**src/rtl/traffic_pkg.sv**
```systemverilog
// Shared types and constants for the traffic phase controller.
// Holds the phase encoding reported on the phase output and the
// {Red, Yellow, Green} signal-head codes.
package traffic_pkg;

    typedef enum logic [2:0] {
        PH_AG      = 3'd0,
        PH_AY      = 3'd1,
        PH_BG      = 3'd2,
        PH_BY      = 3'd3,
        PH_ALL_RED = 3'd4
    } phase_e;

    localparam logic [2:0] RED    = 3'b100;
    localparam logic [2:0] YELLOW = 3'b010;
    localparam logic [2:0] GREEN  = 3'b001;

    // Road A head for a given phase.
    function automatic logic [2:0] head_a(phase_e p);
        case (p)
            PH_AG:   return GREEN;
            PH_AY:   return YELLOW;
            default: return RED;
        endcase
    endfunction

    // Road B head for a given phase.
    function automatic logic [2:0] head_b(phase_e p);
        case (p)
            PH_BG:   return GREEN;
            PH_BY:   return YELLOW;
            default: return RED;
        endcase
    endfunction

endpackage

```
**src/rtl/traffic_ped_latch.sv**
```systemverilog
// Pedestrian request latch: a set pulse makes the request pending until
// the walk phase is granted. When set and clear coincide, clear wins
// because the walk is being granted on that same edge.
module traffic_ped_latch (
    input  logic clk,
    input  logic rstn,
    input  logic set_i,
    input  logic clear_i,
    output logic pend_o
);

    // Pending flag with clear priority over set.
    always_ff @(posedge clk or negedge rstn) begin
        if (!rstn)        pend_o <= 1'b0;
        else if (clear_i) pend_o <= 1'b0;
        else if (set_i)   pend_o <= 1'b1;
    end

endmodule

```
**src/rtl/traffic_phase_ctrl.sv**
```systemverilog
// Two-road intersection phase scheduler.
// Sequences AG -> AY -> BG -> BY with emergency preemption into ALL_RED.
// Optional feature macro: TRAFFIC_PED_EN enables pedestrian latches,
// early green termination and the walk outputs; without it the walk
// outputs are tied low and greens always run their full duration.
module traffic_phase_ctrl #(
    parameter int unsigned GREEN_A   = 8,
    parameter int unsigned GREEN_B   = 10,
    parameter int unsigned YELLOW    = 3,
    parameter int unsigned MIN_GREEN = 4,
    parameter int unsigned CNT_W     = 4
) (
    input  logic       clk,
    input  logic       rstn,
    input  logic       ped_req_a,
    input  logic       ped_req_b,
    input  logic       emg_req,
    output logic [2:0] lightA,
    output logic [2:0] lightB,
    output logic       walk_a,
    output logic       walk_b,
    output logic       emg_ack,
    output logic [2:0] phase
);

    import traffic_pkg::*;

    localparam logic [CNT_W-1:0] GA_C  = CNT_W'(GREEN_A);
    localparam logic [CNT_W-1:0] GB_C  = CNT_W'(GREEN_B);
    localparam logic [CNT_W-1:0] Y_C   = CNT_W'(YELLOW);
    localparam logic [CNT_W-1:0] MIN_C = CNT_W'(MIN_GREEN);
    localparam logic [CNT_W-1:0] ONE   = CNT_W'(1);

    phase_e           state_q, state_d;
    logic [CNT_W-1:0] cnt_q, cnt_d;
    logic             cut_a, cut_b;   // pedestrian early termination of A/B green

`ifdef TRAFFIC_PED_EN
    logic pend_a, pend_b;
    logic clr_a, clr_b;

    // A pending request is served when its walk phase is entered.
    assign clr_a = (state_d == PH_BG) && (state_q != PH_BG);
    assign clr_b = (state_d == PH_AG) && (state_q != PH_AG);

    traffic_ped_latch u_ped_a (
        .clk     (clk),
        .rstn    (rstn),
        .set_i   (ped_req_a),
        .clear_i (clr_a),
        .pend_o  (pend_a)
    );

    traffic_ped_latch u_ped_b (
        .clk     (clk),
        .rstn    (rstn),
        .set_i   (ped_req_b),
        .clear_i (clr_b),
        .pend_o  (pend_b)
    );

    // The latch is registered, so a request affects the green one edge later.
    assign cut_a = pend_a && (cnt_q >= MIN_C);
    assign cut_b = pend_b && (cnt_q >= MIN_C);

    // Walk signals follow the next phase so they switch with the heads.
    always_ff @(posedge clk or negedge rstn) begin
        if (!rstn) begin
            walk_a <= 1'b0;
            walk_b <= 1'b1;
        end else begin
            walk_a <= (state_d == PH_BG);
            walk_b <= (state_d == PH_AG);
        end
    end
`else
    logic unused_ped;

    assign unused_ped = ped_req_a ^ ped_req_b;
    assign cut_a      = 1'b0;
    assign cut_b      = 1'b0;
    assign walk_a     = 1'b0;
    assign walk_b     = 1'b0;
`endif

    // Next-phase decode: emergency, then pedestrian cut, then timer.
    always_comb begin
        // NOTE: defaulting state_d first keeps every path assigned, so no latch is inferred.
        state_d = state_q;
        case (state_q)
            PH_AG:      if (emg_req || cut_a || cnt_q == GA_C) state_d = PH_AY;
            PH_AY:      if (cnt_q == Y_C) state_d = emg_req ? PH_ALL_RED : PH_BG;
            PH_BG:      if (emg_req || cut_b || cnt_q == GB_C) state_d = PH_BY;
            PH_BY:      if (cnt_q == Y_C) state_d = emg_req ? PH_ALL_RED : PH_AG;
            PH_ALL_RED: if (!emg_req) state_d = PH_AG;
            default:    state_d = PH_AG;
        endcase
    end

    // Counter restarts at 1 on phase entry; saturates during a long ALL_RED.
    always_comb begin
        if (state_d != state_q) cnt_d = ONE;
        else if (cnt_q != '1)   cnt_d = cnt_q + ONE;
        else                    cnt_d = cnt_q;
    end

    // State, counter and head outputs all load from the next-phase decode.
    always_ff @(posedge clk or negedge rstn) begin
        // NOTE: non-blocking assignments keep every register sampling pre-edge values.
        if (!rstn) begin
            state_q <= PH_AG;
            cnt_q   <= ONE;
            lightA  <= head_a(PH_AG);
            lightB  <= head_b(PH_AG);
            emg_ack <= 1'b0;
        end else begin
            state_q <= state_d;
            cnt_q   <= cnt_d;
            lightA  <= head_a(state_d);
            lightB  <= head_b(state_d);
            emg_ack <= (state_d == PH_ALL_RED);
        end
    end

    assign phase = state_q;

endmodule

```
**config.mk**
```make
export PLATFORM = sky130hd
export DESIGN_NAME = traffic_phase_ctrl
export DESIGN_NICKNAME = d
export VERILOG_FILES = /design/src/rtl/traffic_pkg.sv /design/src/rtl/traffic_ped_latch.sv /design/src/rtl/traffic_phase_ctrl.sv
export SDC_FILE = /design/constraint.sdc
export NUM_CORES = 1
export LEC_CHECK = 0
export BUFFER_PORTS_ARGS = -buffer_cell sky130_fd_sc_hd__buf_2
export CORE_ASPECT_RATIO = 1.2
export CORE_MARGIN = 3
export CORE_UTILIZATION = 30
export DETAILED_ROUTE_END_ITERATION = 7
export MAX_ROUTING_LAYER = met4
export PLACE_DENSITY = 0.48
export SETUP_SLACK_MARGIN = 0.05
export SKIP_LAST_GASP = 1
export SYNTH_ARGS = -nofsm -noshare
export SYNTH_HDL_FRONTEND = slang
export SYNTH_SLANG_ARGS = --single-unit
```
**constraint.sdc**
```tcl
create_clock -name clk -period 1.8 [get_ports clk]
set_input_delay 0 -clock clk [delete_from_list [all_inputs] [get_ports clk]]
set_output_delay 0 -clock clk [all_outputs]
set_load 0.03 [all_outputs]
```
==> flow_summary_export.csv <==
group,metric,value,unit
sta,maxClockFrequency,545.2,MHz
setup_path,timing.critical_path.required,1990,ps
setup_path,highest_fanout_seen_on_the_critical_path,4,
setup_path,worst_path_largest_cell_delay,560,ps
power_and_ir_drop,p_int,1022,uW
worst_hold_path,hold_end,"lightA[0]",
die,row_count,19,
power_and_ir_drop,p_clk_share,12.1,%
place,placed_cell_area,904.6,um^2
die,die_width,51.74,um
power_and_ir_drop,total_leakage_power,0.0004403,uW
setup_path,worst-endpoint-arrival,2020,ps
cells_and_area,insertedDiodeCount,0,
cells_and_area,num-fill-cells,243,
die,ioPinCount,17,
clock_tree,cts_made_buffers,3,
sta,finalCriticalPeriod,1834,ps
grt,number_of_antenna_violations_at_the_first_check_in_global_routing,0,
die,initial_core_util,32.33,%
setup_path,worstSetupPathType,"register to register",
setup_path,crit_path_cell_trace,"inv_4 > ha_4 > mux2_4 > a2111o_1 > a221oi_2",
routing,drt-initial-drc-count,17,
cells_and_area,layout.cells.most_common_list,"12 x buf_2, 11 x dfrtp_1, 10 x buf_4",
run_status,run_status,"finished, violations left",
worst_hold_path,hp-class,"input pin to register",
logic_synthesis,ys_types,38,
grt,gr_ovfl_total,0,
grt,grt_pass1_vias,570,
place,detailed_place_hpwl,1132,um
routing,vias_per_cell,4.833,
sta,setup_violations,2,
clock_tree,cts_tree,"yes",
power_and_ir_drop,vdd.ir_drop.worst,0.7571,mV
worst_hold_path,hold_depth,2,
cells_and_area,area_growth_syn_to_layout,30.40,%
cells_and_area,final-instance-count-excl-fill,126,
clock_tree,cts.htree.levels,1,
sta,setup_tns,-63.16,ps
worst_hold_path,worstHoldStart,"emg_req",
setup_path,cpMaxStageDelayCell,"dfstp_2",
cells_and_area,drive_above_1_share,41.05,%
power_and_ir_drop,share_of_power_burned_in_registers,32.7,%
routing,ant_nets,0,
setup_path,timing.rr.start,"cnt_q[0]",
logic_synthesis,synth_seq_cells,14,
cells_and_area,layout_commonest_cell,"buf_2",
grt,grt_pass1_wl,2497,um
sta,final.period_utilization,101.9,%
setup_path,worst_path_dominant_cell_family,"compound AO/OA/AOI/OAI gates",
grt,global_route.usage.total,11.05,%
sta,timing_hold_violations_final,0,
clock_tree,cts_num_sinks,14,
setup_path,cp_num_buf_inv,1,
routing,drt_pre_antenna_iters,4,
run_status,failing_checks,"negative setup slack",
power_and_ir_drop,pwr-share-comb,55.2,%
setup_path,r2r_slack,-30,ps
cells_and_area,nNetsFinal,104,
sta,clock_skew,1.391,ps
logic_synthesis,syn_avg_cell_area,10.18,um^2
logic_synthesis,yosysWarningCount,0,
power_and_ir_drop,power.net_switching,767.5,uW
cells_and_area,final_cell_area,982.2,um^2
place,io_buffer_count,12,
sta,slew_viol_final,0,
place,gpl.final_weighted_congestion,0.7431,
setup_path,worst_r2r_endpoint,"cnt_q[3]",
clock_tree,clk_pin_slew_worst_paths,80,ps
sta,rsz0062_at_grt,"true",
routing,number_of_design_rule_violations_left_after_detail_routing,0,
routing,totalWireLength,1536,um
routing,route.detailed.wl_per_inst,12.19,um
logic_synthesis,netlist_area,753.2,um^2
logic_synthesis,synth.yosys.seq_area_share,47.01,%
power_and_ir_drop,power.density_cell_area,1822,mW/mm^2
routing,route.vias.total,609,
die,floorplan.die.height,60.89,um
die,overall_die_area,0.003150,mm^2
setup_path,critical_path.startpoint_type,"register",
die,core-area,0.002330,mm^2
place,dpl.cell_count,120,
logic_synthesis,syn-instance-count,74,
clock_tree,clkLatencyLatePin,270,ps
setup_path,rr_worst_depth,5,
sta,layout_setup_ws,-34.08,ps
power_and_ir_drop,swShare,42.90,%
grt,largest_net_degree_at_the_start_of_global_routing,15,
run,drv_cap,0,
clock_tree,cts_max_path_buffers,2,
clock_tree,root_buffer,"clkbuf_4",
setup_path,worst_setup_path_end_kind,"register",
[synthesized netlist by cell type]
cell type  instances  share of area, %
a2111o_1           1               1.5
a211oi_1           1               1.0
a21o_1             1               1.0
a21oi_1            7               4.7
a221oi_2           1               2.0
a31o_1             1               1.2
a31oi_1            1              0.83
a32oi_1            1               1.2
and2_1             1              0.83
and4b_1            1               1.3
and4bb_2           1               1.7
buf_1              2               1.0
buf_4              2               2.0
clkbuf_1           3               1.5
conb_1             1              0.50
dfrtp_1           11                37
dfstp_2            3                10
ha_1               3               5.0
inv_1              4               2.0
inv_2              1              0.50
mux2_4             1               2.0
mux2i_1            1               1.3
nand2_1            1              0.50
nand2b_1           1              0.83
nand3_1            2               1.3
nand3b_1           1               1.0
nand4bb_1          1               1.5
nor2_1             5               2.5
nor2b_1            1              0.83
nor3_1             3               2.0
nor3b_1            1               1.0
nor4_1             2               1.7
o21ai_0            1              0.66
o22ai_1            1              0.83
o32ai_1            1               1.2
or3_1              1              0.83
or3b_1             1               1.2
xnor2_1            2               2.3
[metrics by stage]
step           utilization, %  total power, uW  hold WS [ps]  setup slack [ps]
5_1_grt                 42.16             1931         11.44            -108.6
2_1_floorplan               -             1211        -295.6             25.45
6_report                42.16             1789         26.03            -34.08
3_3_place_gp            38.83             1528        -89.01             25.09
4_1_cts                 40.82             1761        0.7734            -10.87
3_5_place_dp            38.83             1534        -90.38             8.111
[worst max path at each step]
| stage | from | endpoint | slack [ps] | cells past startpoint |
|---|---|---|---|---|
| 6_report | cnt_q[0] | cnt_q[3] | -30 | 5 |
| 5_1_grt | cnt_q[0] | cnt_q[3] | -110 | 5 |
| 4_1_cts | cnt_q[0] | cnt_q[3] | -10 | 5 |
| 3_5_place_dp | cnt_q[0] | cnt_q[3] | 8 | 5 |
| 3_3_place_gp | cnt_q[0] | cnt_q[3] | 30 | 5 |
| 2_1_floorplan | cnt_q[0] | cnt_q[3] | 30 | 5 |
[sequential cells by signal (all words and copies together), names as in the netlist]
signal / flops
cnt_q: 4
emg_ack: 1
lightA: 3
lightB: 3
phase: 3
[what timing repair did]
| item | CTS | global route |
|---|---|---|
| pin swaps | 0 | 5 |
| setup buffers | 0 | 1 |
| gates resized for setup | 0 | 5 |
| hold buffers | 1 | 0 |
| endpoints found under the hold margin | 14 | 0 |
| setup endpoints to repair | 1 | 7 |
[power by group through the flow]
stage	combinational (uW)	sequential, uW	clock (uW)
global placement	945	583	0
detailed placement	953	581	0
floorplan	508	703	0
finish	988	585	217
global route	1090	603	241
CTS	958	573	230
[cell type report]
| type | instances | area (um^2) | area share [%] |
|---|---|---|---|
| clock buffers | 4 | 36.28 | 3.694 |
| inverters | 5 | 21.27 | 2.166 |
| multi-input cells | 49 | 386.6 | 39.36 |
| flip-flops and latches | 14 | 354.1 | 36.05 |
| well taps | 31 | 38.79 | 3.949 |
| repair buffers | 23 | 145.1 | 14.78 |
[layer usage]
metal / track usage [%] / wire (um) / vias to the layer above
li1: - / - / 306
met1: 11.53 / 635 / 288
met2: 18.91 / 816 / 13
met3: 4.423 / 72 / 2
met4: 3.745 / 12 / 0
met5: - / 0 / -
[kinds of logic (layout without fill, tap and decap cells)]
group                    count (synthesis)  in the layout  synth area share, %
AO/OA/AOI/OAI                           17             17                15.95
XOR/XNOR                                 2              2                2.326
other                                    1              2               0.4979
buffers and inverters                   12             32                6.975
multiplexers                             2              2                3.322
adder cells (fa/ha/maj)                  3              3                4.984
flip-flops                              14             14                47.01
AND/OR/NAND/NOR                         23             23                18.94
Note: power is estimated with default switching activity, not from simulation.
